--- config.mk ---
export PLATFORM = sky130hd
export DESIGN_NAME = axil_demux_1xn
export DESIGN_NICKNAME = d
export VERILOG_FILES = /design/src/rtl/axil_demux_1xn.sv
export SDC_FILE = /design/constraint.sdc
export NUM_CORES = 1
export LEC_CHECK = 0
export BUFFER_PORTS_ARGS = -buffer_cell sky130_fd_sc_hd__buf_2
export CORE_AREA = 2 2 288 290
export CTS_CLUSTER_SIZE = 24
export DETAILED_ROUTE_END_ITERATION = 10
export DIE_AREA = 0 0 290 292
export PLACE_DENSITY = 0.31
export SLEW_MARGIN = 40
export SYNTH_ARGS = -nofsm -noshare
export SYNTH_HDL_FRONTEND = slang
export SYNTH_SLANG_ARGS = --single-unit
--- constraint.sdc ---
create_clock -name clk -period 2.53 [get_ports clk]
set_clock_uncertainty 0.15 [all_clocks]
set_input_delay 0.253 -clock clk [delete_from_list [all_inputs] [get_ports clk]]
set_output_delay 0.253 -clock clk [all_outputs]
set_load 0.02 [all_outputs]
--- src/rtl/axil_demux_1xn.sv ---
`default_nettype none
// ============================================================================
// Module      : axil_demux_1xn
// Description : AXI4-Lite 1-to-N address demultiplexer. The top SEL_WIDTH
//               address bits select a slave port. One write and one read
//               transaction are in flight at a time, and the two paths are
//               independent. Addresses that decode past M_COUNT are answered
//               locally with DECERR, so the bus never hangs.
//
// Ports       : clk, rst            - clock, synchronous active-high reset
//               s_aw*/s_w*/s_b*     - upstream write address/data/response
//               s_ar*/s_r*          - upstream read address/data
//               m_aw*/m_w*/m_b*     - per-slave write channels (packed)
//               m_ar*/m_r*          - per-slave read channels (packed)
//               err_valid/addr/write- sticky first decode-error record
//               err_clr             - one-cycle pulse that clears the record
//
// Options     : define AXIL_DEMUX_ERR_CAPTURE_EN to build the decode-error
//               capture registers. Without it, err_* are tied to 0 and
//               err_clr is ignored.
//
// Revision    : 1.0 - initial release
// ============================================================================

module axil_demux_1xn #(
    parameter int M_COUNT      = 4,
    parameter int ADDR_WIDTH   = 32,
    parameter int SEL_WIDTH    = 4,
    parameter int M_ADDR_WIDTH = 24,
    parameter int DATA_WIDTH   = 32,
    localparam int STRB_WIDTH  = DATA_WIDTH / 8
) (
    input  logic                           clk,
    input  logic                           rst,

    input  logic [ADDR_WIDTH-1:0]          s_awaddr,
    input  logic [2:0]                     s_awprot,
    input  logic                           s_awvalid,
    output logic                           s_awready,
    input  logic [DATA_WIDTH-1:0]          s_wdata,
    input  logic [STRB_WIDTH-1:0]          s_wstrb,
    input  logic                           s_wvalid,
    output logic                           s_wready,
    output logic [1:0]                     s_bresp,
    output logic                           s_bvalid,
    input  logic                           s_bready,
    input  logic [ADDR_WIDTH-1:0]          s_araddr,
    input  logic [2:0]                     s_arprot,
    input  logic                           s_arvalid,
    output logic                           s_arready,
    output logic [DATA_WIDTH-1:0]          s_rdata,
    output logic [1:0]                     s_rresp,
    output logic                           s_rvalid,
    input  logic                           s_rready,

    output logic [M_COUNT*M_ADDR_WIDTH-1:0] m_awaddr,
    output logic [M_COUNT*3-1:0]           m_awprot,
    output logic [M_COUNT-1:0]             m_awvalid,
    input  logic [M_COUNT-1:0]             m_awready,
    output logic [M_COUNT*DATA_WIDTH-1:0]  m_wdata,
    output logic [M_COUNT*STRB_WIDTH-1:0]  m_wstrb,
    output logic [M_COUNT-1:0]             m_wvalid,
    input  logic [M_COUNT-1:0]             m_wready,
    input  logic [M_COUNT*2-1:0]           m_bresp,
    input  logic [M_COUNT-1:0]             m_bvalid,
    output logic [M_COUNT-1:0]             m_bready,
    output logic [M_COUNT*M_ADDR_WIDTH-1:0] m_araddr,
    output logic [M_COUNT*3-1:0]           m_arprot,
    output logic [M_COUNT-1:0]             m_arvalid,
    input  logic [M_COUNT-1:0]             m_arready,
    input  logic [M_COUNT*DATA_WIDTH-1:0]  m_rdata,
    input  logic [M_COUNT*2-1:0]           m_rresp,
    input  logic [M_COUNT-1:0]             m_rvalid,
    output logic [M_COUNT-1:0]             m_rready,

    output logic                           err_valid,
    output logic [ADDR_WIDTH-1:0]          err_addr,
    output logic                           err_write,
    input  logic                           err_clr
);

    localparam logic [1:0] C_RESP_DECERR = 2'b11;

    // Select field to one-hot slave vector. An all-zero result is a decode
    // error, so no separate range compare against M_COUNT is needed.
    function automatic logic [M_COUNT-1:0] decode(input logic [SEL_WIDTH-1:0] idx);
        logic [M_COUNT-1:0] sel;
        sel = '0;
        for (int i = 0; i < M_COUNT; i++) begin
            if (idx == SEL_WIDTH'(i)) begin
                sel[i] = 1'b1;
            end
        end
        return sel;
    endfunction

    // ------------------------------------------------------------------------
    // Write path
    // ------------------------------------------------------------------------
    typedef enum logic [1:0] {
        W_IDLE = 2'd0,
        W_REQ  = 2'd1,
        W_RESP = 2'd2,
        W_ERR  = 2'd3
    } wstate_t;

    wstate_t                 r_wstate;
    logic                    r_aw_full;
    logic                    r_w_full;
    logic                    r_aw_done;
    logic                    r_w_done;
    logic [ADDR_WIDTH-1:0]   r_awaddr;
    logic [2:0]              r_awprot;
    logic [DATA_WIDTH-1:0]   r_wdata;
    logic [STRB_WIDTH-1:0]   r_wstrb;
    logic [M_COUNT-1:0]      r_wsel;

    logic                    w_aw_hs;
    logic                    w_w_hs;
    logic [ADDR_WIDTH-1:0]   w_aw_addr;
    logic [M_COUNT-1:0]      w_wdec;
    logic                    w_wstart;
    logic                    w_werr_entry;
    logic                    w_m_aw_hs;
    logic                    w_m_w_hs;
    logic                    w_sel_bvalid;
    logic [1:0]              w_sel_bresp;

    // Readies are masked by rst so the upstream sees 0 for the whole reset.
    assign s_awready = !rst && (r_wstate == W_IDLE) && !r_aw_full;
    assign s_wready  = !rst && (r_wstate == W_IDLE) && !r_w_full;

    assign w_aw_hs   = s_awvalid && s_awready;
    assign w_w_hs    = s_wvalid && s_wready;

    // Decode from whichever copy of the address is current, so the FSM can
    // leave IDLE in the same cycle that the second of AW/W is accepted.
    assign w_aw_addr    = w_aw_hs ? s_awaddr : r_awaddr;
    assign w_wdec       = decode(w_aw_addr[ADDR_WIDTH-1 -: SEL_WIDTH]);
    assign w_wstart     = (r_wstate == W_IDLE) && (r_aw_full || w_aw_hs) && (r_w_full || w_w_hs);
    assign w_werr_entry = w_wstart && !(|w_wdec);

    assign m_awvalid = r_wsel & {M_COUNT{(r_wstate == W_REQ) && !r_aw_done}};
    assign m_wvalid  = r_wsel & {M_COUNT{(r_wstate == W_REQ) && !r_w_done}};
    assign m_bready  = r_wsel & {M_COUNT{(r_wstate == W_RESP) && s_bready}};

    assign w_m_aw_hs    = |(m_awvalid & m_awready);
    assign w_m_w_hs     = |(m_wvalid & m_wready);
    assign w_sel_bvalid = |(m_bvalid & r_wsel);

    always_comb begin
        w_sel_bresp = 2'b00;
        for (int i = 0; i < M_COUNT; i++) begin
            if (r_wsel[i]) begin
                w_sel_bresp = w_sel_bresp | m_bresp[i*2 +: 2];
            end
        end
    end

    always_comb begin
        s_bvalid = 1'b0;
        s_bresp  = 2'b00;
        if (r_wstate == W_ERR) begin
            s_bvalid = 1'b1;
            s_bresp  = C_RESP_DECERR;
        end else if ((r_wstate == W_RESP) && w_sel_bvalid) begin
            s_bvalid = 1'b1;
            s_bresp  = w_sel_bresp;
        end
    end

    // Request fields are broadcast; only the selected slave sees a valid.
    assign m_awaddr = {M_COUNT{r_awaddr[M_ADDR_WIDTH-1:0]}};
    assign m_awprot = {M_COUNT{r_awprot}};
    assign m_wdata  = {M_COUNT{r_wdata}};
    assign m_wstrb  = {M_COUNT{r_wstrb}};

    always_ff @(posedge clk) begin
        if (rst) begin
            r_wstate  <= W_IDLE;
            r_aw_full <= 1'b0;
            r_w_full  <= 1'b0;
            r_aw_done <= 1'b0;
            r_w_done  <= 1'b0;
            r_awaddr  <= '0;
            r_awprot  <= '0;
            r_wdata   <= '0;
            r_wstrb   <= '0;
            r_wsel    <= '0;
        end else begin
            case (r_wstate)
                W_IDLE: begin
                    if (w_aw_hs) begin
                        r_aw_full <= 1'b1;
                        r_awaddr  <= s_awaddr;
                        r_awprot  <= s_awprot;
                    end
                    if (w_w_hs) begin
                        r_w_full <= 1'b1;
                        r_wdata  <= s_wdata;
                        r_wstrb  <= s_wstrb;
                    end
                    if (w_wstart) begin
                        r_wsel    <= w_wdec;
                        r_aw_done <= 1'b0;
                        r_w_done  <= 1'b0;
                        r_wstate  <= (|w_wdec) ? W_REQ : W_ERR;
                    end
                end
                W_REQ: begin
                    if (w_m_aw_hs) begin
                        r_aw_done <= 1'b1;
                    end
                    if (w_m_w_hs) begin
                        r_w_done <= 1'b1;
                    end
                    if ((r_aw_done || w_m_aw_hs) && (r_w_done || w_m_w_hs)) begin
                        r_wstate <= W_RESP;
                    end
                end
                W_RESP: begin
                    if (s_bvalid && s_bready) begin
                        r_wstate  <= W_IDLE;
                        r_aw_full <= 1'b0;
                        r_w_full  <= 1'b0;
                        r_wsel    <= '0;
                    end
                end
                default: begin
                    if (s_bready) begin
                        r_wstate  <= W_IDLE;
                        r_aw_full <= 1'b0;
                        r_w_full  <= 1'b0;
                        r_wsel    <= '0;
                    end
                end
            endcase
        end
    end

    // ------------------------------------------------------------------------
    // Read path
    // ------------------------------------------------------------------------
    typedef enum logic [1:0] {
        R_IDLE = 2'd0,
        R_REQ  = 2'd1,
        R_RESP = 2'd2,
        R_ERR  = 2'd3
    } rstate_t;

    rstate_t                 r_rstate;
    logic [M_ADDR_WIDTH-1:0] r_araddr;
    logic [2:0]              r_arprot;
    logic [M_COUNT-1:0]      r_rsel;

    logic                    w_ar_hs;
    logic [M_COUNT-1:0]      w_rdec;
    logic                    w_rerr_entry;
    logic                    w_sel_rvalid;
    logic [DATA_WIDTH-1:0]   w_sel_rdata;
    logic [1:0]              w_sel_rresp;

    assign s_arready    = !rst && (r_rstate == R_IDLE);
    assign w_ar_hs      = s_arvalid && s_arready;
    assign w_rdec       = decode(s_araddr[ADDR_WIDTH-1 -: SEL_WIDTH]);
    assign w_rerr_entry = w_ar_hs && !(|w_rdec);

    assign m_arvalid    = r_rsel & {M_COUNT{r_rstate == R_REQ}};
    assign m_rready     = r_rsel & {M_COUNT{(r_rstate == R_RESP) && s_rready}};
    assign m_araddr     = {M_COUNT{r_araddr}};
    assign m_arprot     = {M_COUNT{r_arprot}};
    assign w_sel_rvalid = |(m_rvalid & r_rsel);

    always_comb begin
        w_sel_rdata = '0;
        w_sel_rresp = 2'b00;
        for (int i = 0; i < M_COUNT; i++) begin
            if (r_rsel[i]) begin
                w_sel_rdata = w_sel_rdata | m_rdata[i*DATA_WIDTH +: DATA_WIDTH];
                w_sel_rresp = w_sel_rresp | m_rresp[i*2 +: 2];
            end
        end
    end

    always_comb begin
        s_rvalid = 1'b0;
        s_rdata  = '0;
        s_rresp  = 2'b00;
        if (r_rstate == R_ERR) begin
            s_rvalid = 1'b1;
            s_rresp  = C_RESP_DECERR;
        end else if ((r_rstate == R_RESP) && w_sel_rvalid) begin
            s_rvalid = 1'b1;
            s_rdata  = w_sel_rdata;
            s_rresp  = w_sel_rresp;
        end
    end

    always_ff @(posedge clk) begin
        if (rst) begin
            r_rstate <= R_IDLE;
            r_araddr <= '0;
            r_arprot <= '0;
            r_rsel   <= '0;
        end else begin
            case (r_rstate)
                R_IDLE: begin
                    if (w_ar_hs) begin
                        r_araddr <= s_araddr[M_ADDR_WIDTH-1:0];
                        r_arprot <= s_arprot;
                        r_rsel   <= w_rdec;
                        r_rstate <= (|w_rdec) ? R_REQ : R_ERR;
                    end
                end
                R_REQ: begin
                    if (|(m_arvalid & m_arready)) begin
                        r_rstate <= R_RESP;
                    end
                end
                R_RESP: begin
                    if (s_rvalid && s_rready) begin
                        r_rstate <= R_IDLE;
                        r_rsel   <= '0;
                    end
                end
                default: begin
                    if (s_rready) begin
                        r_rstate <= R_IDLE;
                        r_rsel   <= '0;
                    end
                end
            endcase
        end
    end

    // ------------------------------------------------------------------------
    // Decode-error capture
    // ------------------------------------------------------------------------
`ifdef AXIL_DEMUX_ERR_CAPTURE_EN
    logic                  r_err_valid;
    logic [ADDR_WIDTH-1:0] r_err_addr;
    logic                  r_err_write;
    logic                  w_err_open;

    // A clear in the same cycle as a new error re-arms the capture, so the
    // new error wins over the clear.
    assign w_err_open = !r_err_valid || err_clr;

    always_ff @(posedge clk) begin
        if (rst) begin
            r_err_valid <= 1'b0;
            r_err_addr  <= '0;
            r_err_write <= 1'b0;
        end else if (w_werr_entry && w_err_open) begin
            r_err_valid <= 1'b1;
            r_err_addr  <= w_aw_addr;
            r_err_write <= 1'b1;
        end else if (w_rerr_entry && w_err_open) begin
            r_err_valid <= 1'b1;
            r_err_addr  <= s_araddr;
            r_err_write <= 1'b0;
        end else if (err_clr) begin
            r_err_valid <= 1'b0;
            r_err_addr  <= '0;
            r_err_write <= 1'b0;
        end
    end

    assign err_valid = r_err_valid;
    assign err_addr  = r_err_addr;
    assign err_write = r_err_write;
`else
    assign err_valid = 1'b0;
    assign err_addr  = '0;
    assign err_write = 1'b0;
`endif

    // Sink for address bits and error strobes that only the optional capture
    // logic consumes.
    logic w_unused_bits;
    assign w_unused_bits = &{1'b0, err_clr, s_araddr, r_awaddr, w_werr_entry, w_rerr_entry};

endmodule

`default_nettype wire

### After elaboration in Yosys (flattened, before gate mapping)

Cells that the tools add are included.

* reduce and logical (&&, ||, !) cells: 54
* bitwise operators: 21
* equal/unequal tests: 22
* mux-type cells: 62

Operators by type and width (number)
* $mux 32: 7
* $or 32x32->32: 3
* $mux 2: 22
* $and 4x4->4: 10
* $reduce_or 4->1: 7
* $mux 4: 6
* $pmux 4 s3: 2
* $reduce_and 4->1: 6
* $mux 1: 19
* $logic_and 1x1->1: 18
* $eq 4x2->1 const B: 4
* $ne 2x2->1 const B: 6
* $or 2x2->2: 6
* $pmux 2 s3: 2
* $eq 2x2->1 const B: 4
* $eq 4x1->1 const B: 2
* $logic_not 4->1: 2
* $ne 2x1->1 const B: 4
* $reduce_bool 4->1: 2
* $pmux 1 s3: 2
* $reduce_and 2->1: 3
* $reduce_and 3->1: 2
* $reduce_bool 3->1: 2
* $logic_not 1->1: 5
* other kinds (6): 13

* input port bits: 278
* output and inout port bits: 455
* register bits: 114
* word-level logic and storage cells: 174

### Longest topological paths before layout

Gate-level depths: netlist of the first run.

* depth in word-level cells: 11
* depth in mapped cells: 10
* mapped depth without buffers: 7

### Worst setup path before layout of the first run

OpenSTA, ideal clock, no wires.

* kind: reg2reg
* start point: reg r_wstate[0]
* end point: reg r_wstate[1]
* path buffers: 1
* setup time: 0.130 ns
* arrival time: 1.849 ns
* slack: 0.401 ns
* period minus slack after synthesis: 2.129 ns
* data required time: 2.250 ns
* cell stages (with the launch flop): 9
* cells stage by stage: dfxtp_1 inv_1 ha_1 buf_4 inv_2 o32a_1 or4b_4 a211oi_2 a211oi_2

* longest elaborated chain between the ends: 11
* elaborated cells on any way between the ends: 46
* those cells by class: 9 x eq/ne; 10 x mux; 4 x bitwise; 23 x reduce/logical

Ends and longest elaborated chain
* from (decl): line 107 `wstate_t r_wstate;`
* from (signal assigned): line 207 `r_wstate <= (|w_wdec) ? W_REQ : W_ERR;`
* $logic_not 2->1
* $logic_and 1x1->1: line 130, 131
* $logic_and 1x1->1: line 130 `assign s_awready = !rst && (r_wstate == W_IDLE) && !r_aw_full;`
* $logic_and 1x1->1: line 133 `assign w_aw_hs = s_awvalid && s_awready;`
* $mux 32
* $eq 4x1->1 (tied with other cells): line 90 `if (idx == SEL_WIDTH'(i)) begin`
* $mux 1: line 90
* $reduce_or 4->1: line 207
* $mux 2: line 207
* $mux 2: line 203 `if (w_wstart) begin`
* $pmux 2 s3: line 191 `case (r_wstate)`

Parallel ways exist; a longest one is shown, timed or not. The select of a mux whose other input is x is not followed.
A chain may end at the register's enable or synchronous reset.

### Worst setup path in the final report of the first run

* start point: reg r_rstate[0]
* end point: reg r_rsel[1]

* longest elaborated chain between the ends: 7
* elaborated cells on any way between the ends: 16
* those cells by class: 5 x eq/ne; 3 x mux; 1 x bitwise; 7 x reduce/logical

Ends and longest elaborated chain
* from (decl): line 251 `rstate_t r_rstate;`
* from (signal assigned): line 312 `r_rstate <= (|w_rdec) ? R_REQ : R_ERR;`
* $eq 2x2->1: line 292, 306
* $logic_and 1x1->1: line 292 `end else if ((r_rstate == R_RESP) && w_sel_rvalid) begin`
* $mux 1: line 292
* $mux 1: line 289 `if (r_rstate == R_ERR) begin`
* $logic_and 1x1->1: line 321 `if (s_rvalid && s_rready) begin`
* $ne 2x1->1 (no source line)
* $reduce_and 4->1 (no source line)
* to (signal assigned): line 311 `r_rsel <= w_rdec;`
* to (decl): line 254 `logic [M_COUNT-1:0] r_rsel;`

Parallel ways exist; a longest one is shown, timed or not.

==> reports/metrics.yaml, run 1 <==
dieArea_um2: 84680
hp-class: "input port to flop"
layout_commonest_cell: "buf_2"
dr.pass1.iters: 4
nets: 1786
grt_max_degree: 47
synth.distinct_cells: 50
final_cell_mix: "688 x buf_2, 196 x nand2_1, 110 x dfxtp_1, 108 x a21oi_1, 95 x dlygate4sd3_1"
num_vias: 8315
grt_pass1_wl_mm: 51.65
yosysTopAreaCell: "buf_4"
power_leakage_uw: 0.005932
synthAdderAreaFrac_pct: 1.427
finalCriticalPeriod_ns: 2.356
arrival_ns: 2.53
power.density_nw_per_um2: 662.6
multi_input_area_um2: 3095
max_cap_violations: 0
avgRoutedWirePerCell_um: 14.32
yosys_warnings: 0
synthSimpleGateAreaFrac_pct: 17.25
endpoint_kind: "flop"
synthMuxAreaShare_pct: 1.427
antenna_found_initial: 4
slew_headroom_pct: 65.64
pin_count: 733
drtAntennaViolNets: 0
synth-seq-cells: 110
synth_xor_area_share_pct: 0
synth_edf_count: 0
initial_utilization_pct: 9.673
gp_congestion: 0.8320
seq_area_um2: 2202
status: "finished, final reports clean"
crit_path_frequent_cell: "nand2_1"
synth_area_per_cell_um2: 7.669
die_h_um: 292
startpoint_type: "flop"
drt-vias-per-instance: 3.230
rsz0062_at_grt: "no"
final_util_pct: 14.31
synthCells: 1029
synth_top_family_by_area: "buffers and inverters"
vdd.ir_drop.worst_mv: 0.3749
fmaxAchievable_mhz: 424.5
grt_pass1_vias: 7669
crit_type: "flop to flop"
ctsRootBufferMaster: "clkbuf_16"
cpPeakStageDelay_ns: 0.54
post-cts-setup-buffers: 0
cts_buffers: 9
nFillCells: 9439
syn_to_final_growth_pct: 47.91
drc: 0
fp.dieW_um: 290
setup_violations: 0
cts_tree: "yes"
rows: 105
wirelength_mm: 36.85
clkSinkCount: 110
tns_ns: 0
clk_pin_slew_ns: 0.09
path_max_fanout: 6
crit_path_top_delay_cell: "dlygate4sd3_1"
finalHoldViolations: 0
clock_latency_ns: 0.39
worst_slew_pin_slew_ns: 0.5011
cts.htree.levels: 3
synthFlopType: "dfxtp_1"
syn_area_um2: 7891
core_um2: 81580
drive_above_1_share_pct: 50.00
drt_iter0_drc: 367
n_antenna_cell: 0
dp_hpwl_mm: 29.70
crit_path_cell_trace: "inv_1, ha_1, nor2b_1, nand2_1, nor2_1, nand2_1, dlygate4sd3_1, mux2i_1"
critPathRequiredTime_ns: 2.71
cts.path.max_buffers: 2
period_share_pct: 93.11
slew_viol_final: 0
synth_compound_area_share_pct: 16.90
track_usage_pct: 8.170
grt_overflow: 0
io_buffers: 689
netlist.area_leader.share_pct: 31.68
synth.area.top_cells: "buf_4 32%, dfxtp_1 28%, nand2_1 9.3%, a21oi_1 7.1%, a22oi_1 6.7%"
synthArstFlopShare_pct: 0
yosysSeqAreaShare_pct: 27.91
==> state kept, by name (all words and copies together), names as in the netlist, 2 cells and up <==
| register | flops |
|---|---|
| r_rstate | 2 |
| r_awaddr | 28 |
| r_rsel | 4 |
| r_arprot | 3 |
| r_wsel | 4 |
| r_awprot | 3 |
| r_wstrb | 4 |
| r_wdata | 32 |
| r_wstate | 2 |
| r_araddr | 24 |
==> logic make-up after synthesis <==
| group | Yosys count |
|---|---|
| adders and majority gates | 9 |
| muxes | 11 |
| DFF | 110 |
| and+or+nand+nor | 292 |
| buffers and inverters | 398 |
| other | 1 |
| AOI/OAI and AO/OA | 208 |
==> synth_stat cells, types with 2 or more instances <==
master    instances
buf_4           333
and2_1           14
buf_2            11
clkbuf_1         37
a311oi_1          2
a22oi_1          70
dfxtp_1         110
nor3_1            3
nand3b_1         28
ha_1              9
o31ai_1           2
and3_1            9
nand4_1           3
mux2i_1           9
nand2_1         196
o32ai_1           3
nand2b_1          5
o21ai_0           2
nor2_1           16
buf_1             4
inv_1            11
a21oi_1         112
a222oi_1          6
a211oi_2          2
nor2b_1           6
nand3_1           2
==> metal layers <==
| layer | track usage [%] | vias up | wire, µm | part of all wire [%] |
|---|---|---|---|---|
| li1 | - | 4006 | - | - |
| met1 | 10.11 | 3865 | 15780 | 43 |
| met2 | 13.64 | 402 | 17670 | 48 |
| met3 | 2.253 | 34 | 2587 | 7.0 |
| met4 | 2.693 | 8 | 760 | 2.1 |
| met5 | 0 | - | 52 | 0.14 |
==> power by group <==
group / total (µW) / switching, µW / internal (µW)
sequential: 2370 / 365 / 2010
combinational: 3710 / 2390 / 1320
clock: 1650 / 857 / 795
==> what timing repair did <==
action	in CTS	in global routing
hold endpoints to repair	95	0
setup endpoints to repair	6	4
resized for setup	3	3
hold buffers	95	0
==> stage by stage <==
| stage | total power, µW | cell area [µm²] | hold slack, ns | cells | setup slack (ns) |
|---|---|---|---|---|---|
| global route | 8227 | 11670 | 0.01714 | 2574 | 0.002582 |
| global placement | 6040 | 10380 | 0.2885 | 2463 | 0.2335 |
| floorplan | 5440 | 8015 | 0.2020 | 1062 | 0.4009 |
| detailed placement | 6028 | 10380 | 0.2894 | 2463 | 0.2474 |
| finish | 7734 | 11670 | 0.04203 | 2574 | 0.1744 |
| CTS | 7929 | 11650 | 0.0006070 | 2574 | 0.02303 |
==> worst max-delay path: cells and delay by family (launching register included) <==
family	cells	cell delay (ns)
simple gates	4	0.73
fa+ha+maj	1	0.26
flops	1	0.34
buf+inv	2	0.68
mux	1	0.12
==> layout make-up <==
cell class | instances | share of cell area, %
Clock buffer | 9 | 1.929
Clock inverter | 7 | 0.7825
Inverter | 12 | 0.3859
Multi-Input combinational cell | 554 | 26.52
Sequential cell | 110 | 18.87
Tap cell | 1070 | 11.47
Timing Repair Buffer | 812 | 40.05
==> worst paths after layout <==
check        slack, ns  depth (start not counted)    startpoint            to
min reg2reg       0.32                          2  r_awaddr[31]  r_awaddr[31]
min               0.04                          3  s_awaddr[29]  r_awaddr[29]
max reg2reg       0.17                          8   r_rstate[0]     r_rsel[1]
max               0.17                          8   r_rstate[0]     r_rsel[1]
(Power assumes the default switching activity.)
==> run 2: changes to the inputs <==
clock period = 2.55 ns   (was 2.53 ns; I/O delays follow)
==> reports/metrics.yaml, run 2 (same netlist as run 1, synthesis figures left out) <==
pre_cts_ws_ns: 0.2538  # +0.006388 ns
cts_buffers: 9  # unchanged
drt_iter0_drc: 418  # +14%
num_vias: 8416  # +1.2%
ff2ff_setup_slack_ns: 0.20  # +0.03 ns
max_cap_violations: 0  # unchanged
fp.dieW_um: 290  # unchanged
r2r_start: "r_wstate[0]"
final_cell_mix: "688 x buf_2, 196 x nand2_1, 110 x dfxtp_1, 109 x a21oi_1, 95 x dlygate4sd3_1"
slew_viol_final: 0  # unchanged
rows: 105  # unchanged
power_leakage_uw: 0.005927  # about the same
largestRegisters: "r_wdata x32, r_awaddr x28, r_araddr x24"
period_share_pct: 95.98
top_register: "r_wdata"
syn_to_final_growth_pct: 47.50
gp_congestion: 0.8388  # +0.82%
ctsRootBufferMaster: "clkbuf_16"
finalHoldViolations: 0  # unchanged
tns_ns: 0  # unchanged
drtAntennaViolNets: 0  # unchanged
clkSinkCount: 110  # unchanged
drt-vias-per-instance: 3.267  # +1.1%
dp_hpwl_mm: 29.77  # +0.24%
grt_pass1_vias: 7605  # -0.83%
core_um2: 81580  # unchanged
hold_path_startpoint: "s_awaddr[29]"
nFillCells: 9419  # -0.21%
rr_endpoint: "r_wstate[1]"
grt_max_degree: 39  # -17%
worst_slew_pin_slew_ns: 0.5970  # +0.09589 ns
arrival_ns: 2.04  # -0.49 ns
antenna_found_initial: 5  # +1
multi_input_area_um2: 3082  # -0.44%
vdd.ir_drop.worst_mv: 0.3954  # +5.5%
track_usage_pct: 8.103  # -0.066 points
io_buffers: 689  # unchanged
critPathRequiredTime_ns: 2.14  # -0.57 ns
dieArea_um2: 84680  # unchanged
drive_above_1_share_pct: 49.93  # -0.066 points
whs_endpoint: "r_awaddr[29]"
status: "finished, final reports clean"
rsz0062_at_grt: "no"
slew_headroom_pct: 60.20  # -5.4 points
grt_overflow: 0  # unchanged
finalCriticalPeriod_ns: 2.448
cts_tree: "yes"
hp-class: "input port to flop"
wirelength_mm: 36.90  # +0.12%
nets: 1786  # unchanged
startpoint_type: "flop"
die_h_um: 292  # unchanged
seq_area_um2: 2202  # unchanged
grt_pass1_wl_mm: 51.14  # -1.0%
clock_latency_ns: 0.40  # about the same
fmaxAchievable_mhz: 408.6
avgRoutedWirePerCell_um: 14.32  # about the same
pin_count: 733  # unchanged
setup_slack_ns: 0.1024  # -0.07199 ns
setup_violations: 0  # unchanged
endpoint_kind: "output pin"
path_max_fanout: 32  # +26
post-cts-setup-buffers: 0  # unchanged
layout_commonest_cell: "buf_2"
drc: 0  # unchanged
power.density_nw_per_um2: 656.6  # -0.91%
min_path_cells: 3  # unchanged
crit_type: "flop to output pin"
largest_reg_flops: 32  # unchanged
reg2reg_depth: 7  # -1
cts.path.max_buffers: 2  # unchanged
dr.pass1.iters: 5  # +1
initial_utilization_pct: 9.673  # unchanged
cts.htree.levels: 3  # unchanged
clk_pin_slew_ns: 0.09  # about the same
run 2: cell types whose count changed in the layout (fill, tap and decap cells not counted):
cell / delta
a21oi_1: +1
a21oi_2: -1
buf_12: -2
buf_4: +2
clkinv_4: +1
clkinvlp_4: -1
diode_2: +2
ha_2: +1
ha_4: -1
run 2: worst max-delay path: stages, from the launching register on:
cell	delay, ns
dfxtp_1	0.33
inv_1	0.11
ha_2	0.30
nand3b_1	0.10
buf_4	0.26
a21oi_1	0.30
buf_2	0.23
run 2: worst max-delay path by stage:
stage          depth (start not counted)        start     endpoint  slack, ns
2_1_floorplan                          8  r_wstate[0]  r_wstate[1]       0.42
3_3_place_gp                           7  r_wstate[0]  r_wstate[1]       0.25
3_5_place_dp                           7  r_wstate[0]  r_wstate[1]       0.25
4_1_cts                                6  r_rstate[0]   s_rdata[7]       0.01
5_1_grt                                6  r_rstate[0]   s_rdata[2]      0.009
6_report                               6  r_rstate[0]   s_rdata[2]       0.10
run 2: power by group:
part           internal, µW  total, µW  switching [µW]
combinational          1300       3650            2360
clock                   790       1630             844
sequential             1990       2350             361
run 2: what timing repair did:
item | 4_1_cts | 5_1_grt
hold buffers | 95 | 0
gates resized for setup | 2 | 2
setup endpoints to repair | 4 | 2
hold endpoints to repair | 95 | 0
run 2: layer usage:
metal	wire length [µm]	up-vias	global-route usage [%]
met2	17640	442	13.64
met1	15930	3912	10.14
met4	558	8	2.248
met3	2716	31	2.162
met5	54	-	0
li1	-	4023	-
run 2: layout make-up:
cell class / instances / area share (%)
timing repair buffer: 812 / 39.94
multi-input combinational: 554 / 26.48
sequential: 110 / 18.92
tap: 1070 / 11.50
clock buffer: 9 / 1.935
clock inverter: 7 / 0.7954
inverter: 12 / 0.3870
antenna: 2 / 0.04300
run 2: stage by stage:
stage / power [µW] / instance area, µm² / hold slack, ns / cells / utilization [%]
after floorplan: 5397 / 8015 / 0.2040 / 1062 / -
after global placement: 5979 / 10350 / 0.2890 / 2463 / 12.69
after detailed placement: 5972 / 10350 / 0.2910 / 2463 / 12.69
after CTS: 7848 / 11630 / 0.001788 / 2574 / 14.25
after global routing: 8127 / 11630 / 0.04940 / 2574 / 14.26
final: 7643 / 11640 / 0.04667 / 2576 / 14.27
==> run 3: changes to the inputs <==
CAP_MARGIN = 20   (was default)
REMOVE_ABC_BUFFERS = 1   (was default)
==> reports/metrics.yaml, run 3 (same netlist as run 1, synthesis figures left out) <==
status: "finished, final reports clean"
cts_buffers: 9  # unchanged
syn_to_final_growth_pct: 47.41  # about the same
layout_commonest_cell: "buf_2"
holdWs_ns: 0.04279  # -0.003880 ns
ff2ff_setup_slack_ns: 0.20  # about the same
path_max_fanout: 32  # unchanged
slew_headroom_pct: 49.35  # -11 points
crit_type: "flop to output pin"
period_share_pct: 93.33  # -2.6 points
wirelength_mm: 38.38  # +4.0%
setup_violations: 0  # unchanged
grt_max_degree: 67  # +72%
drt_iter0_drc: 276  # -34%
drtAntennaViolNets: 0  # unchanged
rr_endpoint: "r_rsel[2]"
worst_slew_pin_slew_ns: 0.7598  # +0.1628 ns
startpoint_type: "flop"
gp_congestion: 0.8197  # -2.3%
largest_reg_flops: 32  # unchanged
final_cell_mix: "688 x buf_2, 195 x nand2_1, 110 x dfxtp_1, 103 x a21oi_1, 96 x dlygate4sd3_1"
max_cap_violations: 0  # unchanged
critPathRequiredTime_ns: 2.14  # about the same
pin_count: 733  # unchanged
dp.cells: 2458  # -0.20%
io_buffers: 689  # unchanged
cts.htree.levels: 3  # unchanged
endpoint: "s_rdata[5]"
final_cells: 2573  # -0.12%
grt_pass1_wl_mm: 53.20  # +4.0%
setup.worst_path.start: "r_rstate[1]"
reg2reg_depth: 10  # +3
setup_slack_ns: 0.1700  # +0.06757 ns
fmaxAchievable_mhz: 420.2  # +2.8%
r2r_start: "r_rstate[0]"
die_h_um: 292  # unchanged
grt_pass1_vias: 7780  # +2.3%
hp-class: "input port to flop"
finalCriticalPeriod_ns: 2.380  # -0.06757 ns
core_um2: 81580  # unchanged
fp.dieW_um: 290  # unchanged
antenna_found_initial: 6  # +1
vdd.ir_drop.worst_mv: 0.2665  # -33%
track_usage_pct: 8.488  # +0.39 points
nFillCells: 9427  # +0.085%
clkSinkCount: 110  # unchanged
drive_above_1_share_pct: 50.33  # +0.40 points
arrival_ns: 1.97  # -0.07 ns
ctsRootBufferMaster: "clkbuf_16"
clock_latency_ns: 0.38  # -0.02 ns
rows: 105  # unchanged
finalHoldViolations: 0  # unchanged
clk_pin_slew_ns: 0.09  # about the same
dr.pass1.iters: 6  # +1
post-cts-setup-buffers: 0  # unchanged
slew_viol_final: 0  # unchanged
endpoint_kind: "output pin"
cts_tree: "yes"
final_util_pct: 14.26  # about the same
dieArea_um2: 84680  # unchanged
grt_overflow: 0  # unchanged
power_leakage_uw: 0.005898  # -0.48%
avgRoutedWirePerCell_um: 14.92  # +4.1%
largestRegisters: "r_wdata x32, r_awaddr x28, r_araddr x24"
dp_hpwl_mm: 31.79  # +6.8%
nets: 1782  # -0.22%
rsz0062_at_grt: "no"
initial_utilization_pct: 9.673  # unchanged
drc: 0  # unchanged
cts.path.max_buffers: 2  # unchanged
drt-vias-per-instance: 3.230  # -1.1%
power.density_nw_per_um2: 649.1  # -1.1%
num_vias: 8310  # -1.3%
top_register: "r_wdata"
pre_cts_ws_ns: 0.2295  # -0.02430 ns
[run 3: cell types whose count changed in the layout (fill, tap and decap cells not counted), sizes merged]
| cell | delta |
|---|---|
| diode | +1 |
| buf | -5 |
| inv | +1 |
| dlygate4sd3 | +1 |
| bufinv | -1 |
[run 3: worst min-delay path by stage]
stage                 start            to  slack (ns)  cells after the start
2_1_floorplan           rst   r_wstate[1]        0.17                      1
3_3_place_gp   r_awaddr[31]  r_awaddr[31]        0.29                      2
3_5_place_dp    s_araddr[8]   r_araddr[8]        0.29                      3
4_1_cts        s_awaddr[29]  r_awaddr[29]       0.004                      3
5_1_grt        s_awaddr[29]  r_awaddr[29]        0.04                      3
6_report       s_awaddr[29]  r_awaddr[29]        0.04                      3
[run 3: power breakdown]
group	switching (µW)	total [µW]	internal, µW
Clock	852	1560	708
Sequential	392	2380	1990
Combinational	2330	3610	1280
Total	3570	7550	3980
[run 3: routing by layer]
layer	GRT usage, %	up-vias	wire length [µm]
met1	10.15	3829	16160
met5	0	-	16
met2	14.85	434	18780
met4	3.252	2	1098
li1	-	4006	-
met3	1.773	39	2326
[run 3: layout make-up]
class,count,area [µm²],area share [%]
clock inverter,7,86.33,0.7422
inverter,12,45.04,0.3872
sequential,110,2202,18.93
timing repair buffer,808,4601,39.55
tap,1070,1339,11.51
clock buffer,9,225.2,1.936
multi-input combinational,554,3127,26.88
antenna,3,7.507,0.06454
[run 3: through the flow]
step                power [µW]  TNS [ns]  cell area [µm²]
floorplan                 4317    -47.20             5295
global placement          5967         0            10290
detailed placement        5961         0            10290
CTS                       7786   -0.2816            11580
global route              8056         0            11630
finish                    7551         0            11630
[run 3: repair_timing]
action                                  CTS  global route
resized for setup                         4             9
endpoints found under the hold margin    97             0
hold buffers                             96             0
endpoints found under the setup margin   18            17
[run 3: critical path, stage by stage, from the launching register on]
cell and delay [ns]:
dfxtp_1 0.36, ha_1 0.25, nand3b_1 0.19, buf_6 0.21, a21oi_1 0.31, buf_2 0.25
